`src/rtl/exec_addx_seq.sv`:
```
// Multi-cycle add/subtract unit: operands are consumed LSB-first, one W_SLICE-bit
// slice per cycle, with the carry held in a register between slices.
module exec_addx_seq #(
    parameter int W_OPR   = 32,
    parameter int W_SLICE = 8,
    parameter int W_FLAGS = 4
) (
    input  logic               clk,
    input  logic               rst_n,
    input  logic               valid_i,
    output logic               ready_o,
    input  logic [W_OPR-1:0]   opr0_i,
    input  logic [W_OPR-1:0]   opr1_i,
    input  logic [1:0]         select_i,
    input  logic [W_FLAGS-1:0] flags_i,
    output logic               valid_o,
    input  logic               ready_i,
    output logic [W_OPR-1:0]   result_o,
    output logic [W_FLAGS-1:0] flags_o
);
    // Handshake: a request transfers on a rising edge with valid_i & ready_o, a
    // result on a rising edge with valid_o & ready_i. ready_o is high only in
    // IDLE and valid_o only in DONE, so the two never overlap.

    localparam int N_SLICE = W_OPR / W_SLICE;
    localparam int CNT_W   = (N_SLICE > 1) ? $clog2(N_SLICE) : 1;
    localparam logic [CNT_W-1:0] LAST = CNT_W'(N_SLICE - 1);

    typedef enum logic [1:0] {S_IDLE, S_RUN, S_DONE} state_t;

    state_t state_q, state_d;

    logic [W_OPR-1:0]   a_q, b_q, res_q;
    logic               a_msb_q, b_msb_q, sub_q, c_q, zero_q;
    logic [CNT_W-1:0]   cnt_q;
    logic               last_slice;

    logic [W_SLICE:0]         slice_sum;
    logic [W_OPR+W_SLICE-1:0] res_cat;
    logic [W_OPR-1:0]         res_next;
    logic                     zero_next;
    logic [W_FLAGS-1:0]       flags_next;
    logic                     unused_flags;

    assign unused_flags = ^flags_i[W_FLAGS-1:1];
    assign last_slice   = (cnt_q == LAST);

    always_ff @(posedge clk or negedge rst_n) begin
        if (!rst_n) state_q <= S_IDLE;
        else        state_q <= state_d;
    end

    always_comb begin
        state_d = state_q;
        case (state_q)
            S_IDLE:  if (valid_i)    state_d = S_RUN;
            S_RUN:   if (last_slice) state_d = S_DONE;
            S_DONE:  if (ready_i)    state_d = S_IDLE;
            default: state_d = S_IDLE;
        endcase
    end

    always_comb begin
        ready_o = (state_q == S_IDLE);
        valid_o = (state_q == S_DONE);
    end

    // a_q/b_q shift right each slice, so the current slice is always the low bits;
    // the result fills from the top and lands in place after N_SLICE shifts.
    always_comb begin
        slice_sum  = {1'b0, a_q[W_SLICE-1:0]} + {1'b0, b_q[W_SLICE-1:0]}
                   + {{W_SLICE{1'b0}}, c_q};
        res_cat    = {slice_sum[W_SLICE-1:0], res_q};
        res_next   = res_cat[W_OPR+W_SLICE-1:W_SLICE];
        zero_next  = zero_q & ~(|slice_sum[W_SLICE-1:0]);
        flags_next = {(a_msb_q == b_msb_q) & (res_next[W_OPR-1] != a_msb_q),
                      res_next[W_OPR-1],
                      zero_next,
                      slice_sum[W_SLICE] ^ sub_q};
    end

    always_ff @(posedge clk or negedge rst_n) begin
        if (!rst_n) begin
            a_q      <= '0;
            b_q      <= '0;
            res_q    <= '0;
            a_msb_q  <= 1'b0;
            b_msb_q  <= 1'b0;
            sub_q    <= 1'b0;
            c_q      <= 1'b0;
            zero_q   <= 1'b0;
            cnt_q    <= '0;
            result_o <= '0;
            flags_o  <= '0;
        end else begin
            case (state_q)
                S_IDLE: begin
                    if (valid_i) begin
                        a_q     <= opr0_i;
                        b_q     <= select_i[0] ? ~opr1_i : opr1_i;
                        a_msb_q <= opr0_i[W_OPR-1];
                        b_msb_q <= select_i[0] ? ~opr1_i[W_OPR-1] : opr1_i[W_OPR-1];
                        sub_q   <= select_i[0];
                        c_q     <= select_i[1] ? (flags_i[0] ^ select_i[0]) : select_i[0];
                        cnt_q   <= '0;
                        zero_q  <= 1'b1;
                    end
                end
                S_RUN: begin
                    a_q    <= a_q >> W_SLICE;
                    b_q    <= b_q >> W_SLICE;
                    res_q  <= res_next;
                    c_q    <= slice_sum[W_SLICE];
                    zero_q <= zero_next;
                    cnt_q  <= cnt_q + 1'b1;
                    if (last_slice) begin
                        result_o <= res_next;
                        flags_o  <= flags_next;
                    end
                end
                default: ;
            endcase
        end
    end

endmodule
```
`config.mk`:
```
export PLATFORM = sky130hd
export DESIGN_NAME = exec_addx_seq
export DESIGN_NICKNAME = d
export VERILOG_FILES = /design/src/rtl/exec_addx_seq.sv
export SDC_FILE = /design/constraint.sdc
export NUM_CORES = 1
export LEC_CHECK = 0
export ABC_AREA = 1
export ABC_CLOCK_PERIOD_IN_PS = 2670
export CAP_MARGIN = 30
export CORE_ASPECT_RATIO = 0.75
export CORE_MARGIN = 2
export CORE_UTILIZATION = 43
export CTS_BUF_LIST = sky130_fd_sc_hd__clkbuf_16
export CTS_CLUSTER_SIZE = 30
export DETAILED_ROUTE_END_ITERATION = 10
export GPL_TIMING_DRIVEN = 1
export PLACE_DENSITY = 0.66
export REMOVE_ABC_BUFFERS = 1
export SLEW_MARGIN = 0
export SYNTH_ARGS = -nofsm -noshare
export SYNTH_HDL_FRONTEND = slang
export SYNTH_SLANG_ARGS = --single-unit
```
`constraint.sdc`:
```
create_clock -name clk -period 2.67 [get_ports clk]
set_clock_uncertainty 0.15 [all_clocks]
set_input_delay 0.267 -clock clk [delete_from_list [all_inputs] [get_ports clk]]
set_output_delay 0.267 -clock clk [all_outputs]
set_load 0.005 [all_outputs]
```
==> results by group, run 1 <==
Timing
  • Final setup viols: 0
  • Fmax: 0.469 GHz
  • Final slew viol count: 0
  • Final min period: 2.13 ns
  • RSZ-0062 raised after global routing: false
  • Crit share post-route: 79.9%
  • Final WS setup: 0.537 ns
  • Worst rel slew slack: 52.8%
  • Slew @ Worst Pin: 0.708 ns
  • Hold Fails Final Rpt: 0

Synth
  • Mapped Area: 0.00612 mm^2
  • Post-synthesis cell count: 663
  • Mapped Avg Cell Area: 9.23 um^2
  • Ys async rst share: 100%
  • EDFF count, synth: 0
  • Top_reg_cell synth: dfrtp_1
  • Yosys warning count: 0
  • Post-synth cell types: 29
  • Seq cells post-synth: 132
  • Post-synthesis sequential area ratio: 54.0%

Floorplanning
  • IO Count: 112
  • Die Y-Extent: 107 um
  • Width of the die: 142 um
  • Row count: 37
  • Core area: 0.0138 mm^2
  • DIE AREA: 0.0152 mm^2
  • Initial Util: 44.3%

Clocking
  • CTS tree: done
  • CTS clk-pin slew, worst paths: 0.06 ns
  • Num CTS Buffers: 17
  • Max Root-Sink Buffers: 2
  • CTS root buf: clkbuf_16
  • Skew-Pair Late Insertion Delay: 0.41 ns
  • CTS resizes: 0
  • CTS H-tree lvls: 4
  • TritonCTS Sinks: 132

Placement
  • Gpl congestion: 0.794
  • Placed cell count: 920
  • Worst slack, placed: 0.542 ns
  • DP Area: 0.00734 mm^2
  • Port Buffers: 108
  • HPWL after DPL: 9.17 mm

Global routing
  • Initial antenna violation count: 0
  • GRT Residual Overflow: 0
  • Number of global-route vias before repair: 4639
  • Total GRT Usage: 19.0%
  • Largest net degree at the start of global routing: 62
  • First-pass GRT wire length: 22.8 mm

Critical path
  • Instance count on the critical path: 12
  • CP Buf/Inv Count: 2
  • CP Data Arrival Time: 2.33 ns
  • Worst EP required: 2.87 ns
  • R2R cell count: 12
  • Max FO, Critical Path: 3
  • Most used cell, CP: nand2_1
  • Crit path cell chain: fa_1 -> inv_1 -> fa_1 -> inv_1 -> nand2_1 -> nand2_1 -> nand3_1 -> nand2_1 -> nand3_1 -> nor2_1 -> nand3_1 -> nand2_1
  • Setup crit end kind: flop
  • Largest stage delay on the critical path: 0.40 ns
  • Cell family with most CP delay: simple AND/OR/NAND/NOR gates
  • CP max stage cell: fa_1
  • Setup slack on the worst flop-to-flop path: 0.54 ns
  • CP Launch Type: flop
  • Critical path class: reg -> reg

Layout
  • Area Growth Syn to Fin: 30.8%
  • Nets: 849
  • Fraction of layout cells with a size suffix above 1: 9.01%
  • Fin area: 0.00800 mm^2
  • Post-route non-filler standard cell count: 952
  • Diode count: 0

Pwr
  • Static leakage: 3.62 nW
  • VDD IR-drop max: 0.000544 V
  • Pwr per Cell Area: 1330 mW/mm^2
  • Tot Pwr: 10.6 mW

Routing
  • DR iter-0 viols: 345
  • Vias post-DR: 4768
  • DRC: 0
  • Routed length per instance: 14.2 um
  • DRT antenna net count: 0
  • Avg Vias per Cell: 5.01
  • DRT Wirelength: 13.5 mm
  • First-pass iteration count of the detailed router: 5

Worst hold path
  • Min-Delay Path Class: in -> async

Run
  • Max Cap Violations: 0

Run status
  • Run status: complete, no violations
flip-flops by register name, indices dropped and copies added, names as in the netlist:
register  count
c_q           1
cnt_q         2
a_msb_q       1
sub_q         1
b_msb_q       1
b_q          32
result_o     31
res_q        24
zero_q        1
state_q       2
flags_o       4
a_q          32
metal layers:
| metal | vias to the layer above | global-route usage (%) | routed length (um) |
|---|---|---|---|
| li1 | 2362 | - | - |
| met1 | 2285 | 27.1 | 6570 |
| met4 | 0 | 4.86 | 86 |
| met3 | 8 | 4.63 | 567 |
| met5 | - | 0 | 0 |
| met2 | 113 | 29.5 | 6310 |
timing repair:
action | in CTS | in global routing
buffers inserted | 0 | 0
hold endpoints to repair | 90 | 0
hold buffers | 1 | 0
layout by cell type, fill, tap and decap left out, types with 2 or more instances in the layout:
cell             Yosys  routed
nor2_1              11      11
o211ai_1            24      24
inv_6                0       5
clkdlybuf4s50_1      0     106
inv_1               76      76
nand2_2              1       2
xnor2_1             32      32
nand2_1            182     181
o221ai_1             2       2
buf_12               0       2
nand4_1              2       2
nor3_1              22      22
o21ai_0             74      74
a221oi_2            18      18
o21a_1               4       4
a21oi_1              8       8
clkinvlp_4           0       2
fa_1                 2       2
nand3_1             17      17
dfrtp_1            132     132
clkbuf_16            0      17
buf_4                1      10
inv_2                3       3
bufinv_16            0       5
ha_1                 8       8
stage by stage:
step	utilization [%]	hold WS (ns)	TNS, ns
final	58.0	0.160	0
after detailed placement	53.2	0.0350	0
after global routing	58.0	0.165	0
after global placement	53.1	0.0308	0
after floorplan	-	-0.179	-66.91
after CTS	58.0	0.159	0
final cells by class:
type | count | area, um^2
Multi-Input combinational cell | 414 | 2330
Clock buffer | 17 | 425
Tap cell | 175 | 219
Inverter | 79 | 297
Timing Repair Buffer | 121 | 1200
Sequential cell | 132 | 3300
Clock inverter | 14 | 223
Fill cell | 1216 | 5790
report_power, final:
part	switching, mW	internal, mW	leakage [nW]
combinational	2.69	1.90	1.66
sequential	0.481	2.96	1.65
clock	0.905	1.67	0.311
worst paths after layout:
path	start	endpoint
max in group asynchronous	rst_n	b_q[2]
min reg2reg	res_q[30]	res_q[22]
min in group clk	select_i[0]	sub_q
max reg2reg	a_q[0]	flags_o[1]
min	rst_n	result_o[6]
max	a_q[0]	flags_o[1]
cells in the mapped netlist (all sizes together), types with 12 or more instances:
library cell  count  area (um^2)
a221oi           19          279
buf              24          135
clkbuf           14         52.6
dfrtp           132         3300
inv              79          297
nand2           184          701
nand3            17         85.1
nor2             12         52.6
nor3             22          110
o211ai           24          180
o21ai            74          370
xnor2            32          280
kinds of logic (layout without fill, tap and decap cells):
logic type	Yosys count	after routing	share of synthesized area [%]
simple gates	238	238	15.8
fa+ha+maj	10	10	2.29
buf+inv	117	231	7.91
flops	132	132	54.0
xor+xnor	33	33	4.72
compound gates	133	133	15.3
No activity file was read; power rests on OpenSTA's default activity.
==> inputs of run 2 (changes only) <==
Settings changed: ABC_CLOCK_PERIOD_IN_PS 2670 to 2100.
Clock period 2.67 ns to 2.1 ns, I/O delays scaled along.
==> run 2 against run 1 <==
  * Hold slack lost 0.014 ns
  * Critical path depth down 3
  * Count of clock-buffer cells in the layout stayed put
  * Sequential share of layout area down 0.44 points
  * Maximum frequency rose by 7.0%
  * Non-clock buffer count increased by 3
  * Global-route usage is 0.34 points higher
==> results by group, run 2 (synthesis gave the netlist of run 1 again) <==
Timing
  • Fmax: 0.502 GHz (was 0.469 GHz)
  • Crit share post-route: 94.9% (was 79.9%)
  • Final slew viol count: 0 (unchanged)
  • Final WS setup: 0.106 ns (was 0.537 ns)
  • TNS Setup: 0 ns (unchanged)
  • Slew @ Worst Pin: 0.459 ns (was 0.708 ns)
  • RSZ-0062 raised after global routing: true (was false)
  • Hold Fails Final Rpt: 0 (unchanged)
  • Final min period: 1.99 ns (was 2.13 ns)
  • Worst rel slew slack: 69.4% (was 52.8%)
  • Final setup viols: 0 (unchanged)

Layout
  • Nets: 852 (was 849)
  • Diode count: 0 (unchanged)
  • Area Growth Syn to Fin: 32.2% (was 30.8%)
  • Fraction of layout cells with a size suffix above 1: 10.9% (was 9.01%)
  • Leading cell type in the layout, fill and taps excluded: nand2_1 (unchanged)
  • Largest registers: a_q: 32 flops, b_q: 32 flops, result_o: 31 flops (unchanged)
  • Commonest non-fill, non-tap cells in the layout: nand2_1, dfrtp_1, clkdlybuf4s50_1 (unchanged)
  • Fillers: 1184 (was 1216)

Routing
  • DR iter-0 viols: 246 (was 345)
  • DRC: 0 (unchanged)
  • Vias post-DR: 4815 (was 4768)
  • Routed length per instance: 14.3 um (was 14.2 um)
  • DRT antenna net count: 0 (unchanged)
  • Avg Vias per Cell: 5.04 (was 5.01)
  • First-pass iteration count of the detailed router: 4 (was 5)
  • DRT Wirelength: 13.7 mm (was 13.5 mm)

Critical path
  • CP Data Arrival Time: 2.15 ns (was 2.33 ns)
  • Worst EP required: 2.25 ns (was 2.87 ns)
  • Max FO, Critical Path: 3 (unchanged)
  • Critical path class: reg -> reg (unchanged)
  • Setup crit end kind: flop (unchanged)
  • CP Launch Type: flop (unchanged)

Clocking
  • CTS tree: done (unchanged)
  • TritonCTS Sinks: 132 (unchanged)
  • CTS H-tree lvls: 4 (unchanged)
  • Max Root-Sink Buffers: 2 (unchanged)
  • CTS clk-pin slew, worst paths: 0.06 ns (about the same)
  • Skew-Pair Late Insertion Delay: 0.41 ns (about the same)
  • CTS root buf: clkbuf_16 (unchanged)
  • Num CTS Buffers: 17 (unchanged)

Floorplanning
  • DIE AREA: 0.0152 mm^2 (unchanged)
  • Initial Util: 44.3% (unchanged)
  • Width of the die: 142 um (unchanged)
  • IO Count: 112 (unchanged)
  • Row count: 37 (unchanged)
  • Die Y-Extent: 107 um (unchanged)
  • Core area: 0.0138 mm^2 (unchanged)

Pwr
  • VDD IR-drop max: 0.000704 V (was 0.000544 V)
  • Static leakage: 3.64 nW (was 3.62 nW)
  • Comb power frac: 45.8% (was 43.3%)
  • Sw frac: 39.5% (was 38.5%)
  • Clock Power Share: 22.3% (was 24.2%)
  • Seq pwr share: 31.9% (was 32.4%)
  • Pwr per Cell Area: 1690 mW/mm^2 (was 1330 mW/mm^2)
  • Psw: 5.40 mW (was 4.08 mW)
  • Int Power: 8.27 mW (was 6.53 mW)

Placement
  • Worst slack, placed: 0.0632 ns (was 0.542 ns)
  • HPWL after DPL: 9.43 mm (was 9.17 mm)
  • Gpl congestion: 0.775 (was 0.794)
  • Port Buffers: 108 (unchanged)

Global routing
  • Initial antenna violation count: 0 (unchanged)
  • GRT Residual Overflow: 0 (unchanged)
  • First-pass GRT wire length: 23.3 mm (was 22.8 mm)
  • Total GRT Usage: 19.4% (was 19.0%)
  • Number of global-route vias before repair: 4806 (was 4639)
  • Largest net degree at the start of global routing: 81 (was 62)

Worst hold path
  • Min-Delay Path Class: in -> reg (was in -> async)

Run
  • Max Cap Violations: 0 (unchanged)

Run status
  • Run status: complete, no violations (unchanged)
## run 2: area by class of cell
cell class / count / area [um^2] / area share (%)
well taps: 175 / 219 / 2.71
inverters: 79 / 297 / 3.67
flip-flops and latches: 132 / 3300 / 40.8
clock inverters: 15 / 179 / 2.21
clock buffers: 17 / 425 / 5.26
multi-input cells: 414 / 2380 / 29.4
repair buffers: 124 / 1290 / 15.9
## run 2: what timing repair did
| item | 4_1_cts | 5_1_grt |
|---|---|---|
| gates resized for setup | 0 | 15 |
| hold endpoints to repair | 132 | 0 |
| setup buffers | 0 | 2 |
| endpoints found under the setup margin | 0 | 7 |
| hold buffers | 1 | 0 |
## run 2: worst max-delay path, stage by stage (launching register included)
cell	delay, ns
dfrtp_1	0.40
fa_2	0.40
inv_2	0.07
fa_2	0.45
nand3_1	0.12
nor2_2	0.06
nand3_2	0.09
nor2_2	0.04
nand3_1	0.06
nand2_1	0.05
## run 2: worst paths after layout
path,startpoint,to,slack (ns),cells after the start
min reg2reg,res_q[18],res_q[10],0.33,2
min,select_i[0],sub_q,0.15,3
min in group asynchronous,rst_n,res_q[10],0.18,3
max,a_q[0],flags_o[1],0.11,9
max in group asynchronous,rst_n,b_q[10],1.22,3
max reg2reg,a_q[0],flags_o[1],0.11,9
## run 2: metal layers
layer  share of wire, %  GRT usage, %  vias up
li1                   -             -     2383
met1                 48          26.6     2302
met2                 47          31.8      118
met3                4.3          4.00       12
met4               0.79          4.71        0
met5                  0             0        -
## run 2: stage by stage
step	hold WS, ns	area [um^2]	instances	total power, mW	utilization, %
final	0.146	8090	956	13.7	58.6
after global routing	0.195	8090	956	14.8	58.6
after CTS	0.150	8030	954	13.6	58.2
after detailed placement	0.0548	7410	921	10.5	53.7
after global placement	0.0515	7410	921	10.3	53.7
after floorplan	-0.236	5930	625	8.10	-
## run 2: power groups by stage
stage / Clock [mW] / Combinational (mW) / Sequential (mW)
global placement: 0 / 5.93 / 4.36
global route: 3.22 / 7.10 / 4.52
floorplan: 0 / 3.82 / 4.28
finish: 3.05 / 6.26 / 4.36
detailed placement: 0 / 6.05 / 4.41
CTS: 3.11 / 6.10 / 4.37
==> inputs of run 3 (changes only) <==
Settings changed: CAP_MARGIN 30 to 20, PLACE_DENSITY 0.66 to 0.68, SKIP_LAST_GASP set to 1.
==> run 3 against run 2 <==
  * Sequential power about the same
  * Cell area down 0.68%
  * Largest power group unchanged
  * Highest routed layer unchanged
  * Critical endpoint is now zero_q
  * Via count down 0.64%
  * Critical path type unchanged
  * Maximum frequency up 0.28%
  * Utilization down 0.40 points
  * Wire length down 2.3%
==> results by group, run 3 (synthesis gave the netlist of run 1 again) <==
Run status
  • Run status: complete, no violations (unchanged)

Layout
  • Fillers: 1163 (was 1184)
  • Nets: 856 (was 852)
  • Leading cell type in the layout, fill and taps excluded: nand2_1 (unchanged)
  • Fraction of layout cells with a size suffix above 1: 10.8% (was 10.9%)
  • Commonest non-fill, non-tap cells in the layout: nand2_1, dfrtp_1, clkdlybuf4s50_1 (unchanged)
  • Multi-input logic area: 0.00235 mm^2 (was 0.00238 mm^2)
  • Sequential cell area: 0.00330 mm^2 (unchanged)
  • Area Growth Syn to Fin: 31.3% (was 32.2%)
  • Fin area: 0.00803 mm^2 (was 0.00809 mm^2)
  • Post-route non-filler standard cell count: 960 (was 956)
  • Diode count: 0 (unchanged)
  • Largest registers: a_q: 32 flops, b_q: 32 flops, result_o: 31 flops (unchanged)

Pwr
  • Seq pwr share: 32.8% (was 31.9%)
  • Tot Pwr: 13.3 mW (was 13.7 mW)
  • Static leakage: 3.63 nW (was 3.64 nW)
  • VDD IR-drop max: 0.000699 V (was 0.000704 V)
  • Psw: 5.30 mW (was 5.40 mW)
  • Comb power frac: 45.8% (about the same)
  • Sw frac: 39.7% (was 39.5%)
  • Clock Power Share: 21.4% (was 22.3%)
  • Int Power: 8.04 mW (was 8.27 mW)
  • Pwr per Cell Area: 1660 mW/mm^2 (was 1690 mW/mm^2)

Floorplanning
  • Initial Util: 44.3% (unchanged)
  • Width of the die: 142 um (unchanged)
  • Die Y-Extent: 107 um (unchanged)
  • Row count: 37 (unchanged)
  • IO Count: 112 (unchanged)
  • DIE AREA: 0.0152 mm^2 (unchanged)
  • Core area: 0.0138 mm^2 (unchanged)

Clocking
  • CTS H-tree lvls: 4 (unchanged)
  • Skew-Pair Late Insertion Delay: 0.41 ns (about the same)
  • Max Root-Sink Buffers: 2 (unchanged)
  • TritonCTS Sinks: 132 (unchanged)
  • CTS root buf: clkbuf_16 (unchanged)
  • CTS clk-pin slew, worst paths: 0.06 ns (about the same)
  • CTS tree: done (unchanged)
  • Num CTS Buffers: 17 (unchanged)

Critical path
  • Setup slack on the worst flop-to-flop path: 0.11 ns (about the same)
  • CP Data Arrival Time: 2.13 ns (was 2.15 ns)
  • Worst EP required: 2.24 ns (was 2.25 ns)
  • RR Startpoint: a_q[0] (unchanged)
  • R2R cell count: 9 (unchanged)
  • Max FO, Critical Path: 3 (unchanged)
  • CP max stage cell: fa_2 (unchanged)
  • Largest stage delay on the critical path: 0.45 ns (about the same)
  • Critical path class: reg -> reg (unchanged)
  • CP Launch Type: flop (unchanged)
  • Setup crit end kind: flop (unchanged)
  • Crit path cell chain: fa_2 -> inv_1 -> fa_2 -> nand3_2 -> nor2_1 -> nand3_1 -> nor2_2 -> nand3_1 -> nand2_1 (was fa_2 -> inv_2 -> fa_2 -> nand3_1 -> nor2_2 -> nand3_2 -> nor2_2 -> nand3_1 -> nand2_1)
  • RR Endpoint: zero_q (was flags_o[1])

Global routing
  • GRT Residual Overflow: 0 (unchanged)
  • Largest net degree at the start of global routing: 77 (was 81)
  • Number of global-route vias before repair: 4672 (was 4806)
  • First-pass GRT wire length: 22.5 mm (was 23.3 mm)
  • Total GRT Usage: 18.7% (was 19.4%)
  • Initial antenna violation count: 0 (unchanged)

Placement
  • Port Buffers: 108 (unchanged)
  • DP Area: 0.00741 mm^2 (about the same)
  • Placed cell count: 924 (was 921)
  • Gpl congestion: 0.819 (was 0.775)
  • HPWL after DPL: 9.38 mm (was 9.43 mm)
  • Worst slack, placed: 0.0273 ns (was 0.0632 ns)

Timing
  • Final setup viols: 0 (unchanged)
  • Slew @ Worst Pin: 0.484 ns (was 0.459 ns)
  • Hold slack: 0.0434 ns (was 0.146 ns)
  • Hold Fails Final Rpt: 0 (unchanged)
  • Crit share post-route: 94.7% (was 94.9%)
  • Final min period: 1.99 ns (about the same)
  • Final WS setup: 0.112 ns (was 0.106 ns)
  • Worst rel slew slack: 67.7% (was 69.4%)
  • Fmax: 0.503 GHz (was 0.502 GHz)
  • Final slew viol count: 0 (unchanged)

Routing
  • DRC: 0 (unchanged)
  • Avg Vias per Cell: 4.98 (was 5.04)
  • DRT Wirelength: 13.4 mm (was 13.7 mm)
  • DRT antenna net count: 0 (unchanged)
  • DR iter-0 viols: 219 (was 246)
  • Routed length per instance: 14.0 um (was 14.3 um)
  • Vias post-DR: 4784 (was 4815)
  • First-pass iteration count of the detailed router: 4 (unchanged)

Run
  • Max Cap Violations: 0 (unchanged)

Worst hold path
  • Min-Delay Path Class: in -> async (was in -> reg)
-- run 3: timing repair --
| action | CTS | global route |
|---|---|---|
| hold endpoints to repair | 132 | 0 |
| setup endpoints to repair | 0 | 6 |
| hold buffers | 1 | 0 |
| resized for setup | 0 | 8 |
| setup buffers | 0 | 3 |
-- run 3: worst max path at each step --
stage                     from         end  slack [ns]  cells after the start
global placement        b_q[0]  flags_o[1]        0.06                     12
detailed placement      b_q[0]  flags_o[1]        0.03                     12
global route               c_q      zero_q       -0.02                     12
floorplan           state_q[1]  flags_o[0]       -1.85                      5
finish                  a_q[0]      zero_q        0.11                      9
CTS                     b_q[0]      zero_q       0.002                     12
-- run 3: cell type report --
cell class / instances / share of cell area, %
clock buffer: 17 / 5.30
clock inverter: 15 / 1.79
inverter: 79 / 3.69
multi-input combinational: 414 / 29.3
sequential: 132 / 41.1
tap: 175 / 2.73
timing repair buffer: 128 / 16.1
-- run 3: per-stage QoR --
step                utilization, %  TNS, ns
floorplan                        -  -132.54
global placement              53.7        0
detailed placement            53.7        0
CTS                           57.9        0
global route                  58.2  -0.0320
finish                        58.2        0
-- run 3: power groups by stage --
| stage | sequential, mW | combinational, mW | clock [mW] |
|---|---|---|---|
| after floorplan | 4.28 | 3.82 | 0 |
| after global placement | 4.37 | 5.90 | 0 |
| after detailed placement | 4.42 | 6.02 | 0 |
| after CTS | 4.38 | 6.05 | 2.90 |
| after global routing | 4.50 | 6.94 | 3.01 |
| final | 4.38 | 6.12 | 2.85 |
-- run 3: metal layers --
metal / GRT usage, % / vias to the layer above / share of wire, %
li1: - / 2381 / -
met1: 25.8 / 2269 / 48
met2: 29.8 / 123 / 46
met3: 4.36 / 11 / 4.7
met4: 5.07 / 0 / 0.86
met5: 0 / - / 0
-- run 3: critical path, delay by kind of cell, from the launching register on --
kind                     cells  cell delay, ns
adder cells (fa/ha/maj)      2            0.85
flip-flops                   1            0.40
AND/OR/NAND/NOR              6            0.38
buffers and inverters        1            0.08
